$ cat src/rtl/store_align_buffer.sv
// Store align buffer: formats SB/SH/SW into big-endian byte lanes and queues them (2 entries) toward data memory.
// Latency: 1 cycle from accept to mem_valid. Backpressure: st_ready = !full, held off only by occupancy, never by mem_ready.
// Optional MISALIGN_TRAP_EN: misaligned SH/SW are accepted, dropped and flagged on a 1-cycle misalign pulse.
module store_align_buffer (
    input  logic        clk,
    input  logic        rst,
    input  logic        st_valid,
    output logic        st_ready,
    input  logic [31:0] st_addr,
    input  logic [1:0]  st_size,
    input  logic [31:0] st_data,
    output logic        mem_valid,
    input  logic        mem_ready,
    output logic [31:0] mem_addr,
    output logic [31:0] mem_wdata,
    output logic [3:0]  mem_be,
    output logic        empty,
    output logic        full
`ifdef MISALIGN_TRAP_EN
    ,
    output logic        misalign
`endif
);

    localparam logic [1:0] SZ_BYTE = 2'b00;
    localparam logic [1:0] SZ_HALF = 2'b01;
    localparam logic [1:0] SZ_WORD = 2'b10;

    typedef struct packed {
        logic [29:0] waddr;
        logic [31:0] wdata;
        logic [3:0]  be;
    } entry_t;

    entry_t     ent_q [2];
    entry_t     new_ent;
    entry_t     head;
    logic       wr_ptr;
    logic       rd_ptr;
    logic [1:0] cnt;
    logic       accept;
    logic       entry_ok;
    logic       push;
    logic       pop;

    // Lane 0 of the address offset is the most significant byte (big-endian).
    always_comb begin
        new_ent       = '0;
        new_ent.waddr = st_addr[31:2];
        case (st_size)
            SZ_BYTE: begin
                new_ent.be    = 4'b1000 >> st_addr[1:0];
                new_ent.wdata = {4{st_data[7:0]}};
            end
            SZ_HALF: begin
                new_ent.be    = st_addr[1] ? 4'b0011 : 4'b1100;
                new_ent.wdata = {2{st_data[15:0]}};
            end
            SZ_WORD: begin
                new_ent.be    = 4'b1111;
                new_ent.wdata = st_data;
            end
            default: new_ent = '0;
        endcase
    end

`ifdef MISALIGN_TRAP_EN
    logic misaligned;
    assign misaligned = ((st_size == SZ_HALF) && st_addr[0]) ||
                        ((st_size == SZ_WORD) && (st_addr[1:0] != 2'b00));
    assign entry_ok   = (st_size != 2'b11) && !misaligned;

    always_ff @(posedge clk or posedge rst) begin
        if (rst) misalign <= 1'b0;
        else     misalign <= accept && misaligned;
    end
`else
    assign entry_ok = (st_size != 2'b11);
`endif

    assign full      = (cnt == 2'd2);
    assign empty     = (cnt == 2'd0);
    assign st_ready  = !full;
    assign mem_valid = !empty;
    assign accept    = st_valid && st_ready;
    assign push      = accept && entry_ok;
    assign pop       = mem_valid && mem_ready;

    assign head      = ent_q[rd_ptr];
    assign mem_addr  = {head.waddr, 2'b00};
    assign mem_wdata = head.wdata;
    assign mem_be    = head.be;

    always_ff @(posedge clk or posedge rst) begin
        if (rst) begin
            ent_q[0] <= '0;
            ent_q[1] <= '0;
            wr_ptr   <= 1'b0;
            rd_ptr   <= 1'b0;
            cnt      <= 2'd0;
        end else begin
            if (push) begin
                ent_q[wr_ptr] <= new_ent;
                wr_ptr        <= ~wr_ptr;
            end
            if (pop) rd_ptr <= ~rd_ptr;
            cnt <= cnt + {1'b0, push} - {1'b0, pop};
        end
    end

endmodule

$ cat config.mk
export PLATFORM = sky130hd
export DESIGN_NAME = store_align_buffer
export DESIGN_NICKNAME = d
export VERILOG_FILES = /design/src/rtl/store_align_buffer.sv
export SDC_FILE = /design/constraint.sdc
export NUM_CORES = 1
export LEC_CHECK = 0
export BUFFER_PORTS_ARGS = -buffer_cell sky130_fd_sc_hd__buf_2
export CAP_MARGIN = 40
export CORE_ASPECT_RATIO = 1.75
export CORE_MARGIN = 1
export CORE_UTILIZATION = 55
export DETAILED_ROUTE_END_ITERATION = 10
export PLACE_DENSITY_LB_ADDON = 0.08
export SLEW_MARGIN = 15
export SYNTH_ARGS = -nofsm -noshare
export SYNTH_HDL_FRONTEND = slang
export SYNTH_SLANG_ARGS = --single-unit
$ cat constraint.sdc
create_clock -name clk -period 5 [get_ports clk]
set_input_delay 0 -clock clk [delete_from_list [all_inputs] [get_ports clk]]
set_output_delay 0 -clock clk [all_outputs]
set_load 0.01 [all_outputs]
* Word-level counts from Yosys, hierarchy flattened
Index checks and enable logic that the tools add are counted.
** Operators by class
- Add/subtract/negate cells :: 2
- $lt $le $gt $ge :: 3
- Eq/ne operators :: 4
- Shift-type cells :: 1
- Muxes and demuxes :: 9
- Bitwise gates (word level) :: 4
- Reduce and logical (&&, ||, !) cells :: 9
** Operators with widths (number)
- $mux W66 :: 4
- $bwmux W132 :: 1
- $pmux W36 S3 :: 1
- $demux W66 S1 :: 1
- $mux W30 :: 1
- $eq A2 B2 Y1 const B :: 2
- $ge A2 B2 Y1 const B :: 2
- $logic_and A1 B1 Y1 :: 4
- $logic_not A2 Y1 :: 2
- $mux W4 :: 1
- $not A1 Y2 :: 2
- $shr A4 B2 Y4 const A :: 1
- $reduce_or A3 Y1 :: 1
- $add A2 B1 Y2 :: 1
- $eq A2 B1 Y1 const B :: 1
- $logic_not A1 Y1 :: 2
- $lt A2 B1 Y1 const B :: 1
- $ne A2 B2 Y1 const B :: 1
- $not A1 Y1 :: 2
- $sub A2 B1 Y2 :: 1
** Word-level totals
- Register bits :: 136
- Input bits :: 70
- Output and inout port bits :: 72
- Word-level logic and storage cells :: 41

* Depth between registers and ports, before layout
Gate-level depths: netlist of run 1.
- Word-level depth :: 6
- Gate-level depth with buffers :: 8
- Mapped depth without buffers :: 7

* Least setup slack after synthesis of run 1
OpenSTA, ideal clock, no wires.
- Path type :: flip-flop to flip-flop
- Start point :: reg cnt[1]
- End point :: reg cnt[1]
- Library setup time :: 123 ps
- Arrival time :: 1633 ps
- Required time :: 4877 ps
- Setup slack :: 3244 ps
- Stages on the path, launching flop included :: 8
- Buffers on the path :: 0
- Period minus slack after synthesis :: 1756 ps
- Cells stage by stage :: dfrtp_1 > or2_2 > and2_1 > ha_1 > inv_1 > ha_1 > xnor2_1 > xnor2_1
** On the way
- Elaborated cells on any way between the ends :: 9
- Those cells by class :: add/sub: 2; eq/ne: 1; reduce/logical: 6
** RTL lines
- start, declared :: RTL line 40 : logic [1:0] cnt;
- start signal, assigned :: RTL line 107 : cnt <= cnt + {1'b0, push} - {1'b0, pop};
- $logic_not A2 Y1 :: RTL line 82 : assign empty = (cnt == 2'd0);
- $logic_not A1 Y1 :: RTL line 84 : assign mem_valid = !empty;
- named net mem_valid :: RTL line 12 : output logic mem_valid,
- $logic_and A1 B1 Y1 :: RTL line 87 : assign pop = mem_valid && mem_ready;
- named net pop :: RTL line 44 : logic pop;
- $sub A2 B1 Y2 :: RTL line 107
The timed path passes the listed nets, and every way through them passes these cells.
A chain may end at the register's enable or synchronous reset.

* Worst setup path after layout of run 1
- Start point :: reg rd_ptr
- End point :: out mem_wdata[11]
** On the way
- Word-level cells in the longest chain between the ends :: 4
** Ends and longest elaborated chain
- start, declared :: RTL line 39 : logic rd_ptr;
- start signal, assigned :: RTL line 106 : if (pop) rd_ptr <= ~rd_ptr;
- $not A1 Y2 (implied by the code) :: RTL line 89 : assign head = ent_q[rd_ptr];
- $mux W66 (implied by the code) (3 in a row) :: RTL line 89
- end, declared :: RTL line 15 : output logic [31:0] mem_wdata,
No other way between the ends. The select of a mux whose other input is x is not followed.

==> impl_metrics.tcl, run 1 <==
set metrics [dict create \
    status "finished clean" \
    placedCellCount 713 \
    rsz0062_at_grt "false" \
    synthFlopType "dfrtp_1" \
    hold_ws_ns 0.0143 \
    fin_crit_sh_pct 47.7 \
    fill_cells 820 \
    cts_tree "built" \
    gr-usage-all-layers_pct 24.9 \
    r2r-end "ent_q[17]$_DFFE_PP0P_" \
    netlist.area_leader.share_pct 51.2 \
    drc 0 \
    wl_met2_um 7850 \
    max_slew.worst_pin.slew_ns 0.728 \
    fin_skew_ns 0.00464 \
    grt_pass1_vias 4746 \
    async_reset_ff_share_pct 100 \
    grt_pass1_wl_um 24000 \
    rr_startpoint "cnt[0]$_DFF_PP0_" \
    place.gp.congestion 0.785 \
    slowest_delay_ns 0.71 \
    synthTopCellsByArea "dfrtp_1 51%, mux2_2 18%, mux2_4 13%, mux2i_1 3.9%, buf_6 2.2%" \
    cts_root_buf "clkbuf_16" \
    wirelength_um 14600 \
    synth.avg_cell_area_um2 14.3 \
    fp.dieH_um 147 \
    synth-edff-count 0 \
    power_density_nw_per_um2 660 \
    cts_resized 0 \
    path_clk_slew_ns 0.06 \
    clockBufferDepth 2 \
    crit_slowest_cell "dfrtp_2" \
    numPortBuffers 139 \
    synth.most_common_cell "dfrtp_1" \
    fin_crit_ns 2.38 \
    reg2reg_depth 4 \
    wl_met3_um 492 \
    grt-ovfl-total 0 \
    die_area_um2 12500 \
    first_pass_iters 4 \
    grt_max_degree 64 \
    max_freq_mhz 419 \
    hold_path.class "in -> reg" \
    fin_setup_tns_ns 0 \
    htreeDepth 4 \
    numClockSinks 136 \
    coreArea_um2 11600 \
    hold_end "ent_q[12]$_DFFE_PP0P_" \
    drtIter0Drc 185 \
    cp_max_fo 49 \
    drt-wirelength-per-cell_um 18.3 \
    path_class "reg -> out" \
    maxCapViolCount 0 \
    drive_gt1_share_pct 52.8 \
    yosys_warnings 0 \
    postSynthCellCount 463 \
    die_w_um 85.1 \
    synth_common_cells "136 x dfrtp_1, 109 x mux2_2, 58 x mux2_4" \
    hold-path-cell-count 3 \
    setup_violations 0 \
    p_leak_nw 4.28 \
    syn2layout_area_growth_pct 28.0 \
    route.top_layer_used "met4" \
    crit_chain "buf_4 > mux2_2 > buf_2" \
    fin_nets 722 \
    vias_per_cell 5.39 \
    diodes 0 \
    ys_seq_area_share_pct 51.2 \
    critical_path_arrival_ns 2.38 \
    synth-seq-cells 136 \
    maxSlewHeadroom_pct 51.5 \
    finalHoldViolCount 0 \
    via_count 4298 \
    synth_top_area_cell "dfrtp_1" \
    worstPathRequired_ns 5.00 \
    hp-start "st_data[8]" \
    fp-row-count 52 \
    clk_latency_ns 0.41 \
    synth_area_um2 6640 \
    num_io_pins 142 \
    antenna_found_initial 0 \
    final_core_util_pct 73.0 \
    post_synth_num_cell_types 32 \
    start_util_pct 57.0 \
    crit_path_start_kind "flip-flop" \
    crit_path_end_kind "output port" \
    wirelength_met1_um 6060 \
    numCtsBuffers 17 \
    slew_viol_final 0 \
    ir_drop_mv 0.343 \
    rrSetupSlack_ns 2.67 \
    place_hpwl_um 9670 \
    final_cells 798 \
    antenna_left 0 \
]
## state kept, by name, summed over array words and instances, names as in the netlist
| signal | count |
|---|---|
| ent_q | 132 |
| cnt | 2 |
| rd_ptr | 1 |
| wr_ptr | 1 |
## metrics by stage
| stage | total power, mW | worst slack [ns] | instance area (µm²) |
|---|---|---|---|
| finish | 5.62 | 2.62 | 8500 |
| global route | 5.94 | 2.48 | 8500 |
| CTS | 5.67 | 2.58 | 8500 |
| detailed placement | 4.35 | 2.67 | 7370 |
| global placement | 4.26 | 2.58 | 7320 |
| floorplan | 3.63 | 1.36 | 6650 |
## per-layer routing
metal,global-route usage (%),vias up
met5,0,-
met3,5.42,12
li1,-,2024
met2,44.0,103
met4,7.88,0
met1,30.1,2159
## cells by family (layout without fill, tap and decap cells)
kind of cell               after synthesis  count (layout)  share of synthesized area, %
adders and majority gates                2               2                         0.377
xor gates and xnor gates                 5               5                         0.659
other                                    1               2                        0.0565
muxes                                  193             193                          35.5
buffers and inverters                   58             257                          5.14
AOI/OAI and AO/OA                       47              47                          5.14
and+or+nand+nor                         21              21                          1.88
DFF                                    136             136                          51.2
## cell usage in the layout (no fill, tap or decap), types with 2 or more instances in the layout
cell type and n:
and2_1 2, bufinv_16 3, clkbuf_16 17, o21ai_0 10, o41ai_1 4, conb_1 2
buf_4 5, inv_1 25, a22oi_1 8, mux2i_1 26, a21oi_1 4, nor2b_1 2
buf_2 139, clkinv_2 4, clkbuf_1 2, xor2_1 2, dlygate4sd3_1 53, o31ai_1 4
xnor2_1 3, nand2_1 9, mux2_4 58, clkinv_4 3, a22o_1 6, ha_1 2
dfrtp_1 135, clkinvlp_4 2, o2bb2ai_1 9, mux2_2 109, nand4_4 2
## power by group
| part | internal, mW | switching (mW) | total (mW) |
|---|---|---|---|
| logic | 1.36 | 1.03 | 2.39 |
| clock network | 0.796 | 0.464 | 1.26 |
| registers | 1.65 | 0.312 | 1.96 |
## what timing repair did
action	CTS	global route
hold buffers	53	0
setup endpoints to repair	0	0
buffers inserted	0	0
endpoints found under the hold margin	179	0
## final cells by class
cell class | count | area [µm²] | area share [%]
clock buffer | 20 | 447 | 5.25
clock inverter | 12 | 151 | 1.78
inverter | 26 | 100 | 1.18
multi-input combinational | 270 | 2920 | 34.3
sequential | 136 | 3400 | 40.0
tap | 135 | 169 | 1.99
timing repair buffer | 199 | 1310 | 15.4
## how the worst max path moves through the flow
stage                       startpoint                      to  slack (ns)
finish              rd_ptr$_DFFE_PP0P_           mem_wdata[11]        2.62
global route        rd_ptr$_DFFE_PP0P_           mem_wdata[11]        2.48
CTS                 rd_ptr$_DFFE_PP0P_           mem_wdata[11]        2.58
detailed placement    cnt[0]$_DFF_PP0_   ent_q[17]$_DFFE_PP0P_        2.67
global placement    wr_ptr$_DFFE_PP0N_  ent_q[106]$_DFFE_PP0P_        2.58
floorplan                          rst        cnt[0]$_DFF_PP0_        1.36
## worst max-delay path: cells and delay by family (launching register included)
family | cells | cell delay, ns
DFF | 1 | 0.71
muxes | 1 | 0.43
buffers and inverters | 2 | 0.80
(Power assumes the default switching activity.)
==> inputs of run 2 (changes only) <==
Settings changed: ABC_AREA set to 1, CORE_UTILIZATION 55 to 49.
Clock period 5 ns to 2.1 ns, I/O delays scaled along.
==> run 2 against run 1 <==
  * Hold slack got worse by 0.011 ns
  * Final cell count rose by 57%
  * Sequential cell count unchanged
  * Highest routed layer unchanged
  * Area after synthesis down 3.0%
  * Core utilization is 7.6 points lower
  * Count of clock-buffer cells in the layout fell by 1
  * Non-clock buffer count up 8
==> impl_metrics.tcl, run 2 <==
set metrics [dict create \
    fill_cells 1200 \
    grt-ovfl-total 0 \
    setup_violations 0 \
    async_reset_ff_share_pct 100 \
    vias_per_cell 4.89 \
    synth.most_common_cell "nand2_1" \
    slowest_delay_ns 0.43 \
    startpoint "rd_ptr$_DFFE_PP0P_" \
    rr_startpoint "cnt[1]$_DFF_PP0_" \
    synth_common_cells "626 x nand2_1, 136 x dfrtp_1, 48 x nand3_1" \
    num_io_pins 142 \
    die_w_um 88.7 \
    max_freq_mhz 642 \
    crit_buf_inv 3 \
    fp.dieH_um 154 \
    maxCapViolCount 0 \
    crit_path_end_kind "output port" \
    fin_crit_sh_pct 74.2 \
    status "finished clean" \
    clk_latency_ns 0.42 \
    via_count 6137 \
    fin_setup_tns_ns 0 \
    power_mw 12.6 \
    numClockSinks 136 \
    drt-wirelength-per-cell_um 14.2 \
    clockBufferDepth 2 \
    fin_nets 1141 \
    top_regs "ent_q (132), cnt (2)" \
    first_pass_iters 5 \
    drive_gt1_share_pct 17.8 \
    gr-usage-all-layers_pct 27.9 \
    numPortBuffers 139 \
    drc 0 \
    p_leak_nw 4.91 \
    largest-register "ent_q" \
    crit_slowest_cell "dfrtp_2" \
    drtIter0Drc 313 \
    largest_reg_flops 132 \
    place.gp.congestion 0.835 \
    fin_skew_ns 0.00977 \
    start_util_pct 50.1 \
    synth_top_area_cell "dfrtp_1" \
    die_area_um2 13600 \
    synthFlopType "dfrtp_1" \
    cts_root_buf "clkbuf_16" \
    cts_tree "built" \
    layout_commonest_cell "nand2_1" \
    rsz0062_at_grt "false" \
    finalHoldViolCount 0 \
    place_area_um2 7240 \
    place_hpwl_um 10800 \
    path_class "reg -> out" \
    fin_crit_ns 1.56 \
    cp.depth 5 \
    use_met1_pct 32.2 \
    use_met3_pct 5.10 \
    worstPathRequired_ns 2.10 \
    crit_family "buffers and inverters" \
    cp_common_cell "nand2_1" \
    post_synth_num_cell_types 19 \
    crit_chain "inv_2 > buf_4 > nand2_1 > nand2_1 > buf_2" \
    mostFrequentLayoutCells "626 x nand2_1, 139 x buf_2, 135 x dfrtp_1" \
    slew_viol_final 0 \
    synth-seq-cells 136 \
    ir_drop_mv 0.749 \
    yosys_warnings 0 \
    syn2layout_area_growth_pct 30.7 \
    grt_max_degree 98 \
    numCtsBuffers 17 \
    coreArea_um2 12900 \
    max_slew.worst_pin.slew_ns 0.697 \
    crit_path_start_kind "flip-flop" \
    final_area_um2 8420 \
    htreeDepth 4 \
    fp-row-count 55 \
    endpoint "mem_wdata[3]" \
    path_clk_slew_ns 0.06 \
    postSynthCellCount 893 \
    synth.avg_cell_area_um2 7.21 \
    netlist.area_leader.share_pct 52.8 \
    synth-edff-count 0 \
    wirelength_um 17800 \
    grt_use_met2_pct 50.1 \
    reg2reg_depth 6 \
    dp_slack_ns 0.607 \
    hold_ws_ns 0.00375 \
    hold_path.class "in -> reg" \
    power_density_nw_per_um2 1490 \
    synthTopCellsByArea "dfrtp_1 53%, nand2_1 36%, nand3_1 3.7%, buf_2 1.7%, buf_4 1.6%" \
    ys_seq_area_share_pct 52.8 \
    synth_area_um2 6440 \
    critical_path_arrival_ns 1.56 \
    cp_max_fo 24 \
    r2r-end "ent_q[73]$_DFFE_PP0P_" \
    fin_ws_ns 0.541 \
    grt-busiest-layer "met2" \
    grt_pass1_vias 6017 \
    maxSlewHeadroom_pct 53.5 \
    antenna_found_initial 1 \
    rrSetupSlack_ns 0.61 \
    antenna_left 0 \
    grt_pass1_wl_um 28900 \
]
-- run 2: worst min-delay path by stage --
stage           startpoint                      to  slack, ns  depth (start not counted)
6_report       st_data[10]   ent_q[30]$_DFFE_PP0P_      0.004                          5
4_1_cts        st_data[10]   ent_q[30]$_DFFE_PP0P_     0.0004                          5
5_1_grt        st_data[12]   ent_q[16]$_DFFE_PP0P_       0.02                          5
3_3_place_gp           rst  ent_q[125]$_DFFE_PP0P_       0.20                          3
2_1_floorplan   st_addr[2]  ent_q[102]$_DFFE_PP0P_       0.11                          2
3_5_place_dp           rst  ent_q[121]$_DFFE_PP0P_       0.20                          3
-- run 2: area by class of cell --
| class | count | area (µm²) | share of cell area (%) |
|---|---|---|---|
| Sequential cell | 136 | 3400 | 40.4 |
| Multi-Input combinational cell | 696 | 2740 | 32.5 |
| Timing Repair Buffer | 207 | 1380 | 16.4 |
| Clock buffer | 19 | 443 | 5.26 |
| Tap cell | 171 | 214 | 2.54 |
| Clock inverter | 13 | 194 | 2.30 |
| Inverter | 11 | 45.0 | 0.535 |
| Antenna cell | 1 | 2.50 | 0.0297 |
-- run 2: stage by stage --
stage	cells	utilization (%)
2_1_floorplan	894	-
3_3_place_gp	1167	56.3
3_5_place_dp	1167	56.3
4_1_cts	1253	65.4
5_1_grt	1253	65.4
6_report	1254	65.4
-- run 2: kinds of logic after synthesis --
group | Yosys count | synth area share, %
compound gates | 4 | 0.311
xor+xnor | 3 | 0.408
other cells | 1 | 0.0582
flops | 136 | 52.8
buf+inv | 62 | 4.86
fa+ha+maj | 2 | 0.388
simple gates | 685 | 41.1
-- run 2: metal layers --
layer | vias up | wire [µm]
li1 | 3056 | -
met1 | 2862 | 7350
met2 | 191 | 9230
met3 | 28 | 867
met4 | 0 | 374
met5 | - | 0
-- run 2: repair_timing --
item	in CTS	in global routing
hold buffers	54	0
endpoints found under the hold margin	238	0
gates resized for setup	0	0
setup buffers	0	0
-- run 2: power by group --
part / total [mW] / internal (mW) / switching [mW]
Sequential: 4.46 / 3.82 / 0.633
Combinational: 4.94 / 1.85 / 3.09
Clock: 3.19 / 2.03 / 1.15
Total: 12.6 / 7.70 / 4.88
-- run 2: worst reg2reg max path: stages (launching register included) --
cell and delay (ns):
dfrtp_1 0.41, nand2_2 0.13, nand3_2 0.15, nor2_4 0.12, buf_4 0.42, nand2_1 0.12, nand2_1 0.08
